$ cat src/rtl/conv_out_collector_if.sv
// Stream bundle between the convolution core, the collector and the writeback path.
// The collector owns the "master" view: it sinks the T-chain word stream and
// sources the row-parallel vector stream. The environment uses the "slave" view.
interface conv_out_collector_if #(
    parameter int DATA_WIDTH  = 16,
    parameter int TOTAL_UNITS = 8
);
    logic [DATA_WIDTH-1:0]             t_in;
    logic                              t_valid;
    logic                              t_ready;
    logic [DATA_WIDTH*TOTAL_UNITS-1:0] m_data;
    logic                              m_valid;
    logic                              m_ready;
    logic                              m_last;

    modport master (
        input  t_in, t_valid, m_ready,
        output t_ready, m_data, m_valid, m_last
    );

    modport slave (
        output t_in, t_valid, m_ready,
        input  t_ready, m_data, m_valid, m_last
    );
endinterface

$ cat src/rtl/conv_out_collector.sv
// Collects the serial T-chain result stream, applies optional ReLU, packs
// TOTAL_UNITS words into one vector (first word in lane 0) and buffers
// vectors in a 2-entry FIFO for the writeback path. m_last marks the final
// vector of every VECS_PER_BURST-vector shift-out burst.
module conv_out_collector #(
    parameter int DATA_WIDTH     = 16,
    parameter int TOTAL_UNITS    = 8,
    parameter int VECS_PER_BURST = 3
) (
    input  logic                    clk,
    input  logic                    rstn,     // active-high synchronous reset
    input  logic                    clear,
    input  logic                    relu_en,
    conv_out_collector_if.master    bus,
    output logic                    overflow
);
    localparam int VW = DATA_WIDTH * TOTAL_UNITS;
    localparam int FW = (TOTAL_UNITS > 1) ? $clog2(TOTAL_UNITS) : 1;
    localparam int BW = (VECS_PER_BURST > 1) ? $clog2(VECS_PER_BURST) : 1;
    localparam logic [FW-1:0] LAST_LANE = FW'(TOTAL_UNITS - 1);
    localparam logic [BW-1:0] LAST_VEC  = BW'(VECS_PER_BURST - 1);

    logic [DATA_WIDTH-1:0]    word;
    logic [VW-DATA_WIDTH-1:0] asm_q;      // lanes 0..TOTAL_UNITS-2 of the vector in progress
    logic [FW-1:0]            fill_q;
    logic [BW-1:0]            burst_q;
    logic [VW-1:0]            slot0_q, slot1_q;   // slot0 is the FIFO head
    logic                     last0_q, last1_q;
    logic [1:0]               count_q;
    logic                     accept, push, pop, push_last;
    logic [VW-1:0]            push_vec;

    // Stall only when the closing word of a vector would need a FIFO slot.
    assign bus.t_ready = (count_q != 2'd2) || (fill_q != LAST_LANE);
    assign accept      = bus.t_valid && bus.t_ready;
    assign push        = accept && (fill_q == LAST_LANE);
    assign pop         = (count_q != 2'd0) && bus.m_ready;

    assign word      = (relu_en && bus.t_in[DATA_WIDTH-1]) ? '0 : bus.t_in;
    assign push_vec  = {word, asm_q};
    assign push_last = (burst_q == LAST_VEC);

    assign bus.m_data  = slot0_q;
    assign bus.m_last  = last0_q;
    assign bus.m_valid = (count_q != 2'd0);

    // Assembly lanes: write the accepted word into its lane.
    // NOTE: no reset here; a lane is always rewritten before the vector that
    // contains it is pushed, so stale contents after reset/clear never escape.
    always_ff @(posedge clk) begin
        for (int k = 0; k < TOTAL_UNITS - 1; k++) begin
            if (accept && !clear && (fill_q == FW'(k))) begin
                asm_q[k*DATA_WIDTH +: DATA_WIDTH] <= word;
            end
        end
    end

    // Counters and FIFO: reset beats clear, clear beats accept and pop.
    // NOTE: state uses non-blocking assignments so every register samples
    // the pre-edge values of its neighbours regardless of statement order.
    always_ff @(posedge clk) begin
        if (rstn || clear) begin
            fill_q  <= '0;
            burst_q <= '0;
            count_q <= 2'd0;
            slot0_q <= '0;
            slot1_q <= '0;
            last0_q <= 1'b0;
            last1_q <= 1'b0;
        end else begin
            if (accept) begin
                fill_q <= (fill_q == LAST_LANE) ? '0 : fill_q + 1'b1;
            end
            if (push) begin
                burst_q <= push_last ? '0 : burst_q + 1'b1;
            end
            case ({push, pop})
                2'b10: begin
                    if (count_q == 2'd0) begin
                        slot0_q <= push_vec;
                        last0_q <= push_last;
                    end else begin
                        slot1_q <= push_vec;
                        last1_q <= push_last;
                    end
                    count_q <= count_q + 2'd1;
                end
                2'b01: begin
                    slot0_q <= slot1_q;
                    last0_q <= last1_q;
                    count_q <= count_q - 2'd1;
                end
                2'b11: begin
                    // Only reachable with one entry: the new vector becomes head.
                    slot0_q <= push_vec;
                    last0_q <= push_last;
                end
                default: ;
            endcase
        end
    end

    // Sticky overflow flag, cleared only by reset.
    always_ff @(posedge clk) begin
        if (rstn) begin
            overflow <= 1'b0;
        end else if (bus.t_valid && !bus.t_ready) begin
            overflow <= 1'b1;
        end
    end
endmodule

$ cat src/flat_wrapper.sv
// flat-port wrapper written by rule: the top's interface ports become plain ports
module conv_out_collector_flat 
#(
    parameter int DATA_WIDTH     = 16,
    parameter int TOTAL_UNITS    = 8,
    parameter int VECS_PER_BURST = 3
)
  (clk, rstn, clear, relu_en, overflow, bus_t_in, bus_t_valid, bus_m_ready, bus_t_ready, bus_m_data, bus_m_valid, bus_m_last);
  conv_out_collector_if #(.DATA_WIDTH(DATA_WIDTH), .TOTAL_UNITS(TOTAL_UNITS)) bus_i ();
  input  logic clk;
  input  logic rstn;
  input  logic clear;
  input  logic relu_en;
  output logic overflow;
  input wire logic [$bits(bus_i.t_in)-1:0] bus_t_in;
  input wire logic [$bits(bus_i.t_valid)-1:0] bus_t_valid;
  input wire logic [$bits(bus_i.m_ready)-1:0] bus_m_ready;
  output wire logic [$bits(bus_i.t_ready)-1:0] bus_t_ready;
  output wire logic [$bits(bus_i.m_data)-1:0] bus_m_data;
  output wire logic [$bits(bus_i.m_valid)-1:0] bus_m_valid;
  output wire logic [$bits(bus_i.m_last)-1:0] bus_m_last;
  assign bus_i.t_in = bus_t_in;
  assign bus_i.t_valid = bus_t_valid;
  assign bus_i.m_ready = bus_m_ready;
  assign bus_t_ready = bus_i.t_ready;
  assign bus_m_data = bus_i.m_data;
  assign bus_m_valid = bus_i.m_valid;
  assign bus_m_last = bus_i.m_last;
  conv_out_collector #(.DATA_WIDTH(DATA_WIDTH), .TOTAL_UNITS(TOTAL_UNITS), .VECS_PER_BURST(VECS_PER_BURST)) u_core (.clk(clk), .rstn(rstn), .clear(clear), .relu_en(relu_en), .bus(bus_i), .overflow(overflow));
endmodule
$ cat config.mk
export PLATFORM = sky130hd
export DESIGN_NAME = conv_out_collector_flat
export DESIGN_NICKNAME = d
export VERILOG_FILES = /design/src/rtl/conv_out_collector_if.sv /design/src/rtl/conv_out_collector.sv /design/src/flat_wrapper.sv
export SDC_FILE = /design/constraint.sdc
export NUM_CORES = 1
export LEC_CHECK = 0
export CAP_MARGIN = 10
export CELL_PAD_IN_SITES_DETAIL_PLACEMENT = 1
export CELL_PAD_IN_SITES_GLOBAL_PLACEMENT = 1
export CORE_MARGIN = 10
export CORE_UTILIZATION = 40
export DETAILED_ROUTE_END_ITERATION = 12
export GPL_ROUTABILITY_DRIVEN = 0
export MAX_ROUTING_LAYER = met4
export PLACE_DENSITY_LB_ADDON = 0.1
export SYNTH_ARGS = -nofsm -noshare
export SYNTH_HDL_FRONTEND = slang
export SYNTH_SLANG_ARGS = --single-unit
$ cat constraint.sdc
create_clock -name clk -period 3.85 [get_ports clk]
set_input_delay 0.385 -clock clk [delete_from_list [all_inputs] [get_ports clk]]
set_output_delay 0.385 -clock clk [all_outputs]
set_load 0.1 [all_outputs]
==> run summary, run 1 <==
Synth area leaders -> dfxtp_1, edfxtp_1, a211oi_2
Largest net degree at the start of global routing -> 93
Hold crit path type -> reg -> reg
Vias in the first global route -> 11100
Post-DR vias/cell -> 5.46
Clock root cell -> clkbuf_16
GRT overflow -> 0
Placeable core area -> 0.0368 mm^2
Sw Ratio -> 21.1%
Arrival time at the worst endpoint -> 2560 ps
Crit-path max FO -> 9
Synth cell types -> 37
RR Endpoint -> u_core.slot1_q[8]$_SDFFE_PP0P_
Fin crit period -> 2950 ps
Most frequent cells in the layout -> dfxtp_1, nand2_1, clkdlybuf4s50_1
Final worst path period share -> 76.5%
Yosys top cell by area -> dfxtp_1
Fin. Hold Viols -> 0
Post-synth top area share -> 35.6%
Area of the mapped netlist -> 0.0150 mm^2
Net switching power -> 1.71 mW
CP endpoint -> bus_m_valid
Clock Power Share -> 46.6%
Design area -> 0.0182 mm^2
Sequential Power Share -> 50.8%
Routed vias -> 10800
Mean Syn Cell Area -> 10.9 um^2
Drt pass-1 iters -> 5
CTS H-tree lvls -> 2
Crit path from -> u_core.count_q[0]$_SDFFE_PP0P_
DRC viols -> 0
Starting density of the core -> 40.7%
Syn_nets -> 1398
Pwr dens -> 447 mW/mm^2
WL final -> 42900 um
Hold_ws -> 455 ps
Detailed router's first-iteration violation count -> 689
Placed Instance Area -> 0.0169 mm^2
R2R setup slack -> 970 ps
Internal power -> 6.40 mW
Peak supply drop -> 0.250 mV
Status -> completed
Setup slack after layout -> 904 ps
Post-DP HPWL -> 25600 um
Total power -> 8.11 mW
Num rows -> 70
RSZ-0062 raised after global routing -> no
Cts bufs inserted -> 42
Setup Skew -> 9.81 ps
Layout cells sized above 1 -> 12.9%
Clk slew on worst S/H paths -> 60 ps
Yosys warns -> 0
ANT cells -> 0
CTS tree -> built
Commonest non-fill, non-tap cell in the layout -> dfxtp_1
Final setup viols -> 0
Synth Register Bits -> 378
Post-place setup slack -> 806 ps
CTS Sinks -> 378
Area growth syn-to-layout -> 21.3%
Register-to-Register Path Depth -> 10
Avg WL per Cell -> 21.7 um
First-pass GRT wire length -> 66200 um
Post-CTS Hold Fix Bufs -> 0
Setup crit end kind -> output pin
WP data required -> 3460 ps
Slew Limit Headroom -> 25.3%
CP startpoint kind -> flip-flop
Worst R2R Start -> u_core.fill_q[0]$_SDFFE_PP0N_
IO Port Bufs -> 153
Cells after Synth -> 1368
MaxCap Viol Count -> 0
Leak -> 5.36 nW
Die width -> 213 um
Postcts setup bufs -> 0
Die H -> 213 um
Io pins -> 154
Fin nets -> 1503
TNS Setup -> 0 ps
Die area -> 0.0456 mm^2
Slew @ Worst Pin -> 1120 ps
Fmax -> 0.339 GHz
Comb pwr share -> 2.6%
Sequential fraction of the synthesis area -> 58.1%
Total GRT Usage -> 19.2%
Final antenna-violating net count -> 0
CTS max path bufs -> 3
Crit Path Category -> reg -> out
Skew-Pair Late Insertion Delay -> 530 ps
PostCTS Resize Cnt -> 0
Initial antenna violation count -> 6
Slew Viols, Final -> 0
==> layer usage <==
layer / track usage [%] / part of all wire, %
met2: 29.2 / 45
met1: 26.3 / 48
met3: 2.92 / 4.5
met4: 4.69 / 1.8
met5: - / 0
==> worst min-delay path by stage <==
| stage | from | to | slack, ps | cells past startpoint |
|---|---|---|---|---|
| after floorplan | u_core.slot1_q[0]$_SDFFE_PP0P_ | u_core.slot1_q[0]$_SDFFE_PP0P_ | 440 | 2 |
| after global placement | u_core.slot1_q[44]$_SDFFE_PP0P_ | u_core.slot1_q[44]$_SDFFE_PP0P_ | 440 | 2 |
| after detailed placement | u_core.slot1_q[124]$_SDFFE_PP0P_ | u_core.slot1_q[124]$_SDFFE_PP0P_ | 450 | 2 |
| after CTS | u_core.slot1_q[35]$_SDFFE_PP0P_ | u_core.slot1_q[35]$_SDFFE_PP0P_ | 460 | 2 |
| after global routing | u_core.slot1_q[93]$_SDFFE_PP0P_ | u_core.slot1_q[93]$_SDFFE_PP0P_ | 470 | 2 |
| final | u_core.slot1_q[105]$_SDFFE_PP0P_ | u_core.slot1_q[105]$_SDFFE_PP0P_ | 460 | 2 |
==> power groups by stage <==
stage	registers [mW]	clock network (mW)	logic, mW
after global routing	4.12	4.06	0.220
final	4.12	3.78	0.208
after global placement	4.21	0	0.211
after CTS	4.12	3.89	0.209
after floorplan	4.21	0	0.0944
after detailed placement	4.21	0	0.209
==> state kept, by name (all words and copies together) (netlist names) <==
| name | flops |
|---|---|
| u_core.overflow | 1 |
| u_core.asm_q | 112 |
| u_core.bus.m_last | 1 |
| u_core.slot1_q | 128 |
| u_core.burst_q | 2 |
| u_core.fill_q | 3 |
| u_core.bus.m_data | 128 |
| u_core.count_q | 2 |
| u_core.last1_q | 1 |
==> logic make-up after synthesis <==
family                   synth area share, %
AND/OR/NAND/NOR                         13.8
adder cells (fa/ha/maj)                0.669
XOR/XNOR                               0.117
buffers and inverters                   4.89
AO/OA/AOI/OAI                           15.0
multiplexers                            7.56
flip-flops                              58.1
==> Yosys cell counts, drive strengths merged <==
cell type,instances
inv,11
nor2,5
a311oi,16
nand2,259
or4,2
and3b,1
or2,3
nor3,129
ha,8
mux2i,113
or4b,1
nor3b,1
and4bb,1
o21ai,8
buf,99
a21oi,137
nand3b,16
and2,18
nor4,2
nor2b,2
dfxtp,266
clkbuf,23
a211oi,114
xor2,1
o21a,1
nand3,16
xnor2,1
edfxtp,112
or3,2
==> layout make-up <==
cell class,instances,area [um^2]
clock buffers,74,1270
clock inverters,4,20.0
fillers,3881,18600
inverters,11,43.8
multi-input cells,857,5600
flip-flops and latches,378,8690
well taps,468,586
repair buffers,183,1940
==> critical path: stages (launching register included) <==
cell	delay (ps)
dfxtp_1	560
or2_1	290
clkdlybuf4s50_1	1180
==> stage by stage <==
stage / std cells / util (%)
floorplan: 1368 / -
global placement: 1897 / 45.8
detailed placement: 1897 / 45.8
CTS: 1975 / 49.4
global route: 1975 / 49.4
finish: 1975 / 49.4
(Power assumes the default switching activity.)
==> run 2, diff against run 1 <==
- clock period: 3.85 -> 2.6 ns (I/O delays scaled with it)
==> run summary, run 2 (same netlist as run 1, synthesis figures left out) <==
Status -> completed (unchanged)
Initial antenna violation count -> 5 (was 6)
Die area -> 0.0456 mm^2 (unchanged)
FF/Latch Area -> 0.00869 mm^2 (unchanged)
Setup slack after layout -> 167 ps (was 904 ps)
Hold crit path type -> in -> reg (was reg -> reg)
CTS H-tree lvls -> 2 (unchanged)
Clk slew on worst S/H paths -> 60 ps (about the same)
Setup Skew -> 15.1 ps (was 9.81 ps)
Avg WL per Cell -> 22.3 um (was 21.7 um)
Area growth syn-to-layout -> 19.6% (was 21.3%)
Final worst path period share -> 93.6%
Crit path max-delay family -> buffers and inverters (unchanged)
MaxCap Viol Count -> 0 (unchanged)
Slew @ Worst Pin -> 904 ps (was 1120 ps)
WL final -> 44000 um (was 42900 um)
CTS Sinks -> 378 (unchanged)
Layout Cells excl Fill -> 1979 (was 1975)
Fin nets -> 1508 (was 1503)
Buf/Inv on CP -> 2 (was 1)
Fin crit period -> 2430 ps
Post-DR vias/cell -> 5.45 (was 5.46)
Num rows -> 70 (unchanged)
CTS max path bufs -> 3 (unchanged)
R2R setup slack -> 180 ps (was 970 ps)
IO Port Bufs -> 153 (unchanged)
Most frequent cells in the layout -> dfxtp_1, nand2_1, buf_4 (was dfxtp_1, nand2_1, clkdlybuf4s50_1)
Crit-path max FO -> 7 (was 9)
Io pins -> 154 (unchanged)
WP data required -> 2340 ps (was 3460 ps)
Routed vias -> 10800 (about the same)
DRC viols -> 0 (unchanged)
Post-CTS Hold Fix Bufs -> 0 (unchanged)
Arrival time at the worst endpoint -> 2170 ps (was 2560 ps)
Total GRT Usage -> 19.6% (was 19.2%)
Fillers -> 3925 (was 3881)
Cts bufs inserted -> 42 (unchanged)
Post-place setup slack -> 115 ps (was 806 ps)
Slew Limit Headroom -> 39.7% (was 25.3%)
CTS tree -> built (unchanged)
Placeable core area -> 0.0368 mm^2 (unchanged)
Core Util, Final -> 48.6% (was 49.4%)
Skew-Pair Late Insertion Delay -> 530 ps (about the same)
Multi-input gate area -> 0.00560 mm^2 (unchanged)
Peak supply drop -> 0.482 mV (was 0.250 mV)
Setup crit end kind -> output pin (unchanged)
Vias in the first global route -> 11300 (was 11100)
Die width -> 213 um (unchanged)
Layout cells sized above 1 -> 22.0% (was 12.9%)
Crit Path Category -> reg -> out (unchanged)
Post-DP HPWL -> 25600 um (about the same)
CP peak stage delay -> 400 ps (was 1180 ps)
Final setup viols -> 0 (unchanged)
Leak -> 5.67 nW (was 5.36 nW)
CP startpoint kind -> flip-flop (unchanged)
Worst-path cell chain -> ha_1, ha_1, and3b_1, inv_1, buf_12 (was or2_1, clkdlybuf4s50_1)
Clock root cell -> clkbuf_16 (unchanged)
Dpl cells -> 1902 (was 1897)
Final antenna-violating net count -> 0 (unchanged)
ANT cells -> 0 (unchanged)
Die H -> 213 um (unchanged)
Critical path's slowest cell -> dfxtp_1 (was clkdlybuf4s50_1)
Drt pass-1 iters -> 5 (unchanged)
Pwr dens -> 680 mW/mm^2 (was 447 mW/mm^2)
Fin. Hold Viols -> 0 (unchanged)
GRT overflow -> 0 (unchanged)
Largest net degree at the start of global routing -> 130 (was 93)
Critical Path Most Common Cell -> ha_1
Starting density of the core -> 40.7% (unchanged)
Slew Viols, Final -> 0 (unchanged)
Detailed router's first-iteration violation count -> 653 (was 689)
Commonest non-fill, non-tap cell in the layout -> dfxtp_1 (unchanged)
First-pass GRT wire length -> 67800 um (was 66200 um)
Fmax -> 0.411 GHz
==> run 2: metrics by stage <==
| stage | power (mW) | hold WS (ps) | instance area (um^2) | setup TNS, ps |
|---|---|---|---|---|
| floorplan | 6.37 | 332 | 15000 | -90.4 |
| global placement | 6.55 | 441 | 16600 | 0 |
| detailed placement | 6.55 | 447 | 16600 | 0 |
| CTS | 12.3 | 337 | 17900 | 0 |
| global route | 12.6 | 367 | 17900 | -2.36 |
| finish | 12.2 | 355 | 17900 | 0 |
==> run 2: worst min-delay path: stages <==
cell and delay (ps):
clkdlybuf4s50_1 440, nand3_1 80, a21oi_1 50
==> run 2: routing by layer <==
metal  global-route usage [%]  routed length [um]  vias up
li1                         -                   -     5095
met1                     26.7               20800     5428
met5                        -                   0        -
met2                     31.0               20800      216
met4                     3.81                 539        0
met3                     2.58                1910       48
==> run 2: worst paths after layout <==
| kind | from | endpoint | depth (start not counted) |
|---|---|---|---|
| max | u_core.fill_q[0]$_SDFFE_PP0N_ | bus_t_ready | 5 |
| min reg2reg | u_core.slot1_q[49]$_SDFFE_PP0P_ | u_core.slot1_q[49]$_SDFFE_PP0P_ | 2 |
| min | bus_t_in[4] | u_core.slot1_q[116]$_SDFFE_PP0P_ | 3 |
| max reg2reg | u_core.fill_q[0]$_SDFFE_PP0N_ | u_core.bus.m_data[105]$_SDFFE_PP0P_ | 8 |
==> run 2: repair_timing <==
| item | CTS | global route |
|---|---|---|
| resized for setup | 0 | 2 |
| setup buffers | 0 | 0 |
| endpoints found under the setup margin | 0 | 2 |
==> run 2: where the power goes <==
part / leakage (nW) / total, mW / switching (mW) / internal (mW)
Sequential: 3.16 / 6.10 / 0.0105 / 6.09
Clock: 0.644 / 5.75 / 2.33 / 3.42
Combinational: 1.86 / 0.312 / 0.239 / 0.0733
==> run 2: area by class of cell <==
cell class                 count  area share, %
clock buffer                  71           7.12
clock inverter                 6          0.294
inverter                      11          0.245
multi-input combinational    857           31.3
sequential                   378           48.5
tap                          468           3.27
timing repair buffer         188           9.22
==> run 3, diff against run 2 <==
- HOLD_SLACK_MARGIN: unset -> 0.02
- SLEW_MARGIN: unset -> 5
==> results of run 3 <==
The final DEF is identical to that of run 2; final timing and power are the same.
==> variant, RTL diff (config.mk and constraints of run 1) <==
Make the reset (`rstn`) asynchronous in one clocked block. Comments in the files are not updated.
--- a/src/rtl/conv_out_collector.sv
+++ b/src/rtl/conv_out_collector.sv
@@ -101,7 +101,7 @@
     end
 
     // Sticky overflow flag, cleared only by reset.
-    always_ff @(posedge clk) begin
+    always_ff @(posedge clk or posedge rstn) begin
         if (rstn) begin
             overflow <= 1'b0;
         end else if (bus.t_valid && !bus.t_ready) begin
Behaviour: same outputs for any inputs over 4 cycles, from zero or initial values and one cycle with rstn high; that may be too few to reach the edited logic, so the function may still have changed.
==> variant against run 1 <==
- synthesized area is essentially flat
- sequential cell count is the same
- synthesized cell count is the same
- design area grew 0.56%
- routed wire length grew 1.2%
- sequential share of layout area shrank 0.24 points
- setup slack lost 0.022 ns
- power grew 2.7%
- critical endpoint unchanged
==> variant: results <==
set metrics [dict create \
    status "complete, no violations" \
    grt_pass1_wl_mm 66.5 \
    htreeDepth 2 \
    synthCells 1368 \
    synthAdderAreaFrac 0.00668 \
    ys_types 39 \
    grt_pass1_vias 11200 \
    clockBufferDepth 3 \
    drt_wl_total_mm 43.5 \
    hpwl_mm 26.2 \
    clock_latency_ns 0.53 \
    setup_viol_count_final 0 \
    crit_arrival_ns 2.58 \
    cts_buffers 42 \
    pre_cts_slack_ns 0.768 \
    r2r-start "u_core.fill_q[0]" \
    min_path_type "input port to asynchronous set/reset pin" \
    root_buffer "clkbuf_16" \
    track_usage 0.192 \
    syn_nets 1398 \
    post_cts_resized 0 \
    wl_per_cell_um 22.0 \
    drive_gt1_frac 0.135 \
    worst_path_largest_cell_delay_ns 1.18 \
    leakagePower_nw 5.43 \
    dp_cells 1899 \
    grt_max_degree 68 \
    r2r_end "u_core.slot1_q[105]" \
    synth_common_cells "265 x dfxtp_1, 259 x nand2_1, 136 x a21oi_1" \
    synth_compound_area_frac 0.150 \
    worstPathMaxFanout 9 \
    antenna_found_initial 4 \
    port_buffers 153 \
    drtIter0Drc 608 \
    fin_nets 1505 \
    path_delay_family "buffers and inverters" \
    r2r_slack_ns 0.98 \
    holdWs_ns 0.103 \
    dpl_cell_area_sq_mm 0.0169 \
    vdd_ir_drop_max_mv 0.256 \
    finalMaxSlewViolations 0 \
    clock-skew-final_ns 0.0126 \
    p_int_mw 6.57 \
    via_per_inst 5.49 \
    async_flop_share 0.00265 \
    synth_seq_area_share 0.581 \
    cts_setup_buffers 0 \
    nFillCells 3907 \
    cts.reportedPaths.clkPinSlew_ns 0.06 \
    crit_slowest_cell "clkdlybuf4s50_1" \
    synth_area_leaders "dfxtp_1 35%, edfxtp_1 22%, a211oi_2 8.4%, mux2i_1 7.6%, nand2_1 6.5%" \
    slew_headroom 0.280 \
    yosys_warnings 0 \
    synth_mux_area_frac 0.0755 \
    firstDrtPassIters 5 \
    synth_xor_xnor_area_share 0.00117 \
    rr_worst_depth 10 \
]
## variant: cell count changes in the layout (fill, tap and decap cells not counted), sizes merged
cell	change
clkbuf	-11
clkinv	+7
bufinv	+3
buf	+2
a21o	+1
a21oi	-1
clkinvlp	+1
dfrtp	+1
dfxtp	-1
diode	+1
inv	+1
nor2	-1
## variant: layer usage
layer | up-vias | routed length [um] | track usage
li1 | 5090 | - | -
met3 | 48 | 1510 | 0.0263
met5 | - | 0 | -
met1 | 5526 | 20900 | 0.259
met4 | 0 | 720 | 0.0477
met2 | 188 | 20300 | 0.301
## variant: final cells by class
cell class / instances / area (sq um) / area share
antenna: 1 / 2.50 / 0.000137
clock buffer: 63 / 1220 / 0.0670
clock inverter: 15 / 148 / 0.00809
inverter: 12 / 47.5 / 0.00260
multi-input combinational: 856 / 5600 / 0.307
sequential: 378 / 8690 / 0.476
tap: 468 / 586 / 0.0321
timing repair buffer: 185 / 1960 / 0.107
## variant: power by group through the flow
stage	Clock, mW	Combinational [mW]	Sequential, mW
after detailed placement	0	0.217	4.21
after global placement	0	0.216	4.21
after floorplan	0	0.0946	4.21
after global routing	4.25	0.226	4.12
after CTS	4.08	0.217	4.12
final	3.99	0.216	4.12
## variant: worst max-delay path by stage
stage | from | endpoint | slack [ns] | cells after the start
2_1_floorplan | u_core.fill_q[0] | u_core.asm_q[48] | 0.80 | 5
3_3_place_gp | bus_t_valid | u_core.slot1_q[84] | 0.85 | 9
3_5_place_dp | bus_t_valid | u_core.slot1_q[76] | 0.77 | 9
4_1_cts | u_core.count_q[0] | bus_m_valid | 0.85 | 2
5_1_grt | u_core.fill_q[0] | u_core.slot1_q[79] | 0.76 | 10
6_report | u_core.count_q[0] | bus_m_valid | 0.88 | 2
